[config.mk]
export PLATFORM = sky130hd
export DESIGN_NAME = br_fifo_push_ctrl_core
export DESIGN_NICKNAME = d
export VERILOG_FILES = /design/src/rtl/br_fifo_push_ctrl_core_pkg.sv /design/src/rtl/br_fifo_push_ctrl_core_counter.sv /design/src/rtl/br_fifo_push_ctrl_core.sv
export SDC_FILE = /design/constraint.sdc
export NUM_CORES = 1
export LEC_CHECK = 0
export ABC_AREA = 1
export CAP_MARGIN = 40
export CORE_AREA = 2 2 39 41
export DETAILED_ROUTE_END_ITERATION = 10
export DIE_AREA = 0 0 41 43
export SYNTH_ARGS = -nofsm -noshare
export SYNTH_HDL_FRONTEND = slang
export SYNTH_SLANG_ARGS = --single-unit
[constraint.sdc]
create_clock -name clk -period 1.8 [get_ports clk]
set_input_delay 0.27 -clock clk [delete_from_list [all_inputs] [get_ports clk]]
set_output_delay 0.27 -clock clk [all_outputs]
set_load 0.02 [all_outputs]
[src/rtl/br_fifo_push_ctrl_core_pkg.sv]
// Shared width helpers for the FIFO push control core.
package br_fifo_push_ctrl_core_pkg;

    // clog2 that never collapses to zero bits, so one-entry structures keep a real port.
    function automatic int clamped_clog2(input int value);
        return (value <= 1) ? 1 : $clog2(value);
    endfunction

endpackage

[src/rtl/br_fifo_push_ctrl_core_counter.sv]
// Wrapping up-counter: value advances by incr_i on incr_valid_i and wraps past MaxValue to 0.
module br_fifo_push_ctrl_core_counter
    import br_fifo_push_ctrl_core_pkg::*;
#(
    parameter int MaxValue = 1,
    parameter int MaxIncrement = 1,
    localparam int ValueWidth = clamped_clog2(MaxValue + 1),
    localparam int IncrWidth = clamped_clog2(MaxIncrement + 1)
) (
    input  logic                  clk,
    input  logic                  rst_n,
    input  logic                  incr_valid_i,
    input  logic [IncrWidth-1:0]  incr_i,
    output logic [ValueWidth-1:0] value_o
);

    localparam int SumWidth = ValueWidth + IncrWidth;

    if (MaxValue == 0) begin : g_tied
        logic unused_inputs;
        assign unused_inputs = ^{clk, rst_n, incr_valid_i, incr_i};
        assign value_o = '0;
    end else begin : g_count
        logic [ValueWidth-1:0] value_q, value_d;
        logic [SumWidth-1:0]   sum;

        always_comb begin
            sum = SumWidth'(value_q) + SumWidth'(incr_i);
            value_d = value_q;
            if (incr_valid_i) begin
                value_d = (sum > SumWidth'(MaxValue)) ? ValueWidth'(sum - SumWidth'(MaxValue + 1))
                                                      : ValueWidth'(sum);
            end
        end

        always_ff @(posedge clk or negedge rst_n) begin
            if (!rst_n) value_q <= '0;
            else        value_q <= value_d;
        end

        assign value_o = value_q;
    end

endmodule

[src/rtl/br_fifo_push_ctrl_core.sv]
// FIFO push controller: routes beats to the bypass path or RAM write port and owns occupancy.
module br_fifo_push_ctrl_core
    import br_fifo_push_ctrl_core_pkg::*;
#(
    parameter int Depth = 2,
    parameter int Width = 1,
    parameter int EnableBypass = 1,
    parameter int RamDepth = Depth,
    parameter int RegisterWriteOutputs = 0,
    parameter int EnableAssertFinalNotValid = 1,
    localparam int AddrWidth = clamped_clog2(RamDepth),
    localparam int CountWidth = $clog2(Depth + 1)
) (
    input  logic                  clk,
    input  logic                  rst_n,
    output logic                  push_ready,
    input  logic                  push_valid,
    input  logic [Width-1:0]      push_data,
    input  logic                  bypass_ready,
    output logic                  bypass_valid_unstable,
    output logic [Width-1:0]      bypass_data_unstable,
    output logic                  ram_wr_valid,
    output logic [AddrWidth-1:0]  ram_wr_addr,
    output logic [Width-1:0]      ram_wr_data,
    input  logic                  pop_beat,
    output logic                  empty,
    output logic [CountWidth-1:0] items,
    output logic [CountWidth-1:0] slots,
    output logic                  full
);

    logic push_beat, bypass_beat, wr_beat, pop_ram;
    logic commit, inflight, inflight_d;
    logic push_ready_q, push_ready_d;
    logic [CountWidth-1:0] items_q, items_d, slots_d;

    assign push_beat             = push_valid && push_ready_q;
    assign bypass_valid_unstable = (EnableBypass != 0) && push_beat && (items_q == '0) && !inflight;
    assign bypass_data_unstable  = push_data;
    assign bypass_beat           = bypass_valid_unstable && bypass_ready;
    assign wr_beat               = push_beat && !bypass_beat;
    // Bypass pops were never counted in, so only RAM-side pops drain items.
    assign pop_ram               = pop_beat && !bypass_beat;

    if (RegisterWriteOutputs != 0) begin : g_reg_wr
        logic             wr_valid_q;
        logic [Width-1:0] wr_data_q;

        always_ff @(posedge clk or negedge rst_n) begin
            if (!rst_n) begin
                wr_valid_q <= 1'b0;
                wr_data_q  <= '0;
            end else begin
                wr_valid_q <= wr_beat;
                if (wr_beat) wr_data_q <= push_data;
            end
        end

        // A registered write holds a slot but is not readable until it lands in RAM.
        assign ram_wr_valid = wr_valid_q;
        assign ram_wr_data  = wr_data_q;
        assign inflight     = wr_valid_q;
        assign commit       = wr_valid_q;
        assign inflight_d   = wr_beat;
    end else begin : g_comb_wr
        assign ram_wr_valid = wr_beat;
        assign ram_wr_data  = push_data;
        assign inflight     = 1'b0;
        assign commit       = wr_beat;
        assign inflight_d   = 1'b0;
    end

    br_fifo_push_ctrl_core_counter #(
        .MaxValue    (RamDepth - 1),
        .MaxIncrement(1)
    ) u_wr_addr (
        .clk         (clk),
        .rst_n       (rst_n),
        .incr_valid_i(ram_wr_valid),
        .incr_i      (1'b1),
        .value_o     (ram_wr_addr)
    );

    always_comb begin
        items_d      = items_q + CountWidth'(commit) - CountWidth'(pop_ram);
        slots_d      = CountWidth'(Depth) - items_d - CountWidth'(inflight_d);
        push_ready_d = (slots_d != '0);
    end

    always_ff @(posedge clk or negedge rst_n) begin
        if (!rst_n) begin
            items_q      <= '0;
            push_ready_q <= 1'b0;
        end else begin
            items_q      <= items_d;
            push_ready_q <= push_ready_d;
        end
    end

    assign push_ready = push_ready_q;
    assign items      = items_q;
    assign empty      = (items_q == '0);
    assign slots      = CountWidth'(Depth) - items_q - CountWidth'(inflight);
    assign full       = (slots == '0);

`ifndef SYNTHESIS
    a_push_stable: assert property (@(posedge clk) disable iff (!rst_n)
        (push_valid && !push_ready_q) |=> (push_valid && $stable(push_data)));
    a_no_underflow: assert property (@(posedge clk) disable iff (!rst_n)
        !(pop_beat && (items_q == '0) && !bypass_beat));
    a_items_bound: assert property (@(posedge clk) disable iff (!rst_n)
        items_q <= CountWidth'(RamDepth));
    a_bypass_ready: assert property (@(posedge clk) disable iff (!rst_n)
        !(bypass_ready && !bypass_valid_unstable));

    final begin
        if (EnableAssertFinalNotValid != 0) begin
            a_final_idle: assert (!push_valid && (items_q == '0));
        end
    end
`endif

endmodule
==> metrics.yaml <==
routing:
  drc: 0
  first_iter_violations: 4
  firstDrtPassIters: 2
  wirelength_um: 741
  wl_per_cell_um: 9.26
  vias: 321
  viasPerCell: 4.01
  postRouteAntennaNets: 0
synthesis:
  yosysTopAreaCell: "dfrtp_1"
  synth_top_area_share_pct: 33.1
  synth-seq-cells: 4
  syn-num-nets: 52
  synth_cells: 42
  synth.distinct_cells: 11
  ys_warn_count: 0
  synth-seq-area-share_pct: 33.1
  synth_area_leaders: "dfrtp_1, ha_1, nand2_1"
  avgSynthCellArea_um2: 7.21
  syn_area_um2: 303
global_routing:
  grt_pass1_wl_um: 1120
  track_usage_pct: 9.70
  grtUsageMet1_pct: 11.1
  antenna_found_initial: 0
  grt_max_degree: 5
  busiest_layer: "met2"
  use_met2_pct: 13.8
  grt_overflow: 0
  grt_pass1_vias: 302
  use_met3_pct: 4.71
die:
  dieArea_um2: 1760
  io-pin-count: 18
  die_x_um: 41
  start_util_pct: 21.9
  core_area_um2: 1380
  rows: 14
  die_h_um: 43
power:
  peakVddDrop_mv: 0.694
  leakage_nw: 0.291
  finalPower_w: 0.00116
  p_per_area_nw_per_um2: 2040
worst_setup_path:
  worst_setup_path_start_kind: "flop"
  slowest_delay_ps: 600
  worst_setup_path_end_kind: "output port"
  crit_path_top_delay_cell: "clkdlybuf4s50_1"
  required_ps: 1530
  cp.arrival_ps: 1480
  cp_cell_sequence: "inv_2 > ha_4 > clkdlybuf4s50_1"
  criticalPathCategory: "reg -> out"
  cp_max_fo: 3
layout:
  final_cell_mix: "nand2_1, clkdlybuf4s50_1, buf_4, inv_1"
  multi_input_area_um2: 188
  fillers: 151
  antenna_cells: 0
  instances_no_fill: 80
  ff_latch_area_um2: 103
  area_growth_pct: 87.6
  postLayoutCellArea_um2: 568
  drive_gt1_share_pct: 40.6
  final_nets: 75
timing:
  grt_setup_unrepaired: "true"
  slew_headroom_pct: 85.7
  fmax_mhz: 572
  hold_viol_final: 0
  finalCritPeriodShare_pct: 97.1
  slew_violations: 0
  min_period_ps: 1750
  finalSetupViolations: 0
  holdWs_ps: 233
  tightest_slew_ps: 213
  fin_worst_skew_ps: 4.42
  layout_setup_ws_ps: 52.8
flow_run:
  maxCapViolations: 0
clock_tree:
  clk_pin_slew_ps: 40
  htree_levels: 1
  cts_tree: "yes"
  clk_latency_ps: 230
  numCtsBuffers: 3
  clockBufferDepth: 2
  cts.sinks: 4
  cts_root_buf: "clkbuf_4"
place:
  port_buffers: 14
  dp_hpwl_um: 536
  dp.cells: 72
  place_congestion: 0.704
  dp_slack_ps: -173
  postPlaceCellArea_um2: 493
run_status:
  status: "complete, no violations"
min_path:
  hp-class: "in -> async"
[report_power, final]
part           total (W)  leakage (nW)  internal [W]  switching, W
logic           0.000870         0.232      0.000416      0.000453
registers       0.000169        0.0438      0.000142     0.0000278
clock network   0.000120        0.0150     0.0000832     0.0000372
total            0.00116         0.291      0.000641      0.000518
[final cells by class]
type | count | share of cell area [%]
flip-flops and latches | 4 | 18.1
repair buffers | 21 | 33.0
well taps | 16 | 3.52
clock buffers | 4 | 4.63
multi-input cells | 24 | 33.0
inverters | 11 | 7.71
[path summary, 6_finish.rpt]
| kind | slack [ps] | end | cells past startpoint | from |
|---|---|---|---|---|
| worst max-delay path | 50 | empty | 3 | items[0] |
| worst min-delay path | 230 | items[1] | 1 | rst_n |
| worst max register to register | 70 | push_ready | 13 | items[0] |
| worst min register to register | 500 | u_wr_addr.value_o | 2 | u_wr_addr.value_o |
| max in group asynchronous | 1390 | items[0] | 1 | rst_n |
| min in group clk | 500 | u_wr_addr.value_o | 2 | u_wr_addr.value_o |
[sequential cells by signal, summed over array words and instances, names as in the netlist]
name,cells
items,2
push_ready,1
u_wr_addr.value_o,1
[cell usage after synthesis]
cell	n
nand2_1	13
buf_4	3
inv_1	10
ha_1	4
o21ai_1	1
a21boi_1	1
nor2_1	1
nand3_1	3
a21oi_2	1
dfrtp_1	4
inv_2	1
[what timing repair did]
item,4_1_cts,5_1_grt
resized for setup,4,6
pin swaps,0,3
setup endpoints to repair,4,2
buffers inserted,0,4
hold buffers,0,0
cloned,0,0
[critical path: cells and delay by family (launching register included)]
kind / cells / cell delay [ps]
DFF: 1 / 400
adders and majority gates: 1 / 160
buffers and inverters: 2 / 680
[metrics by stage]
stage	TNS (ps)	util, %
after detailed placement	-398	35.6
after floorplan	-83.6	-
after CTS	0	37.2
after global routing	-54.3	41.0
final	0	41.0
after global placement	-362	35.6
[per-layer routing]
layer / wire length, µm / up-vias
met5: 0 / -
met2: 416 / 7
met4: 0 / 0
met3: 34 / 0
met1: 290 / 147
li1: - / 167
[cells by family after synthesis]
kind of cell / Yosys count / share of synthesized area (%)
simple gates: 17 / 22.3
buf+inv: 14 / 21.1
fa+ha+maj: 4 / 16.5
flops: 4 / 33.1
compound gates: 3 / 7.02
No activity file was read; power rests on OpenSTA's default activity.
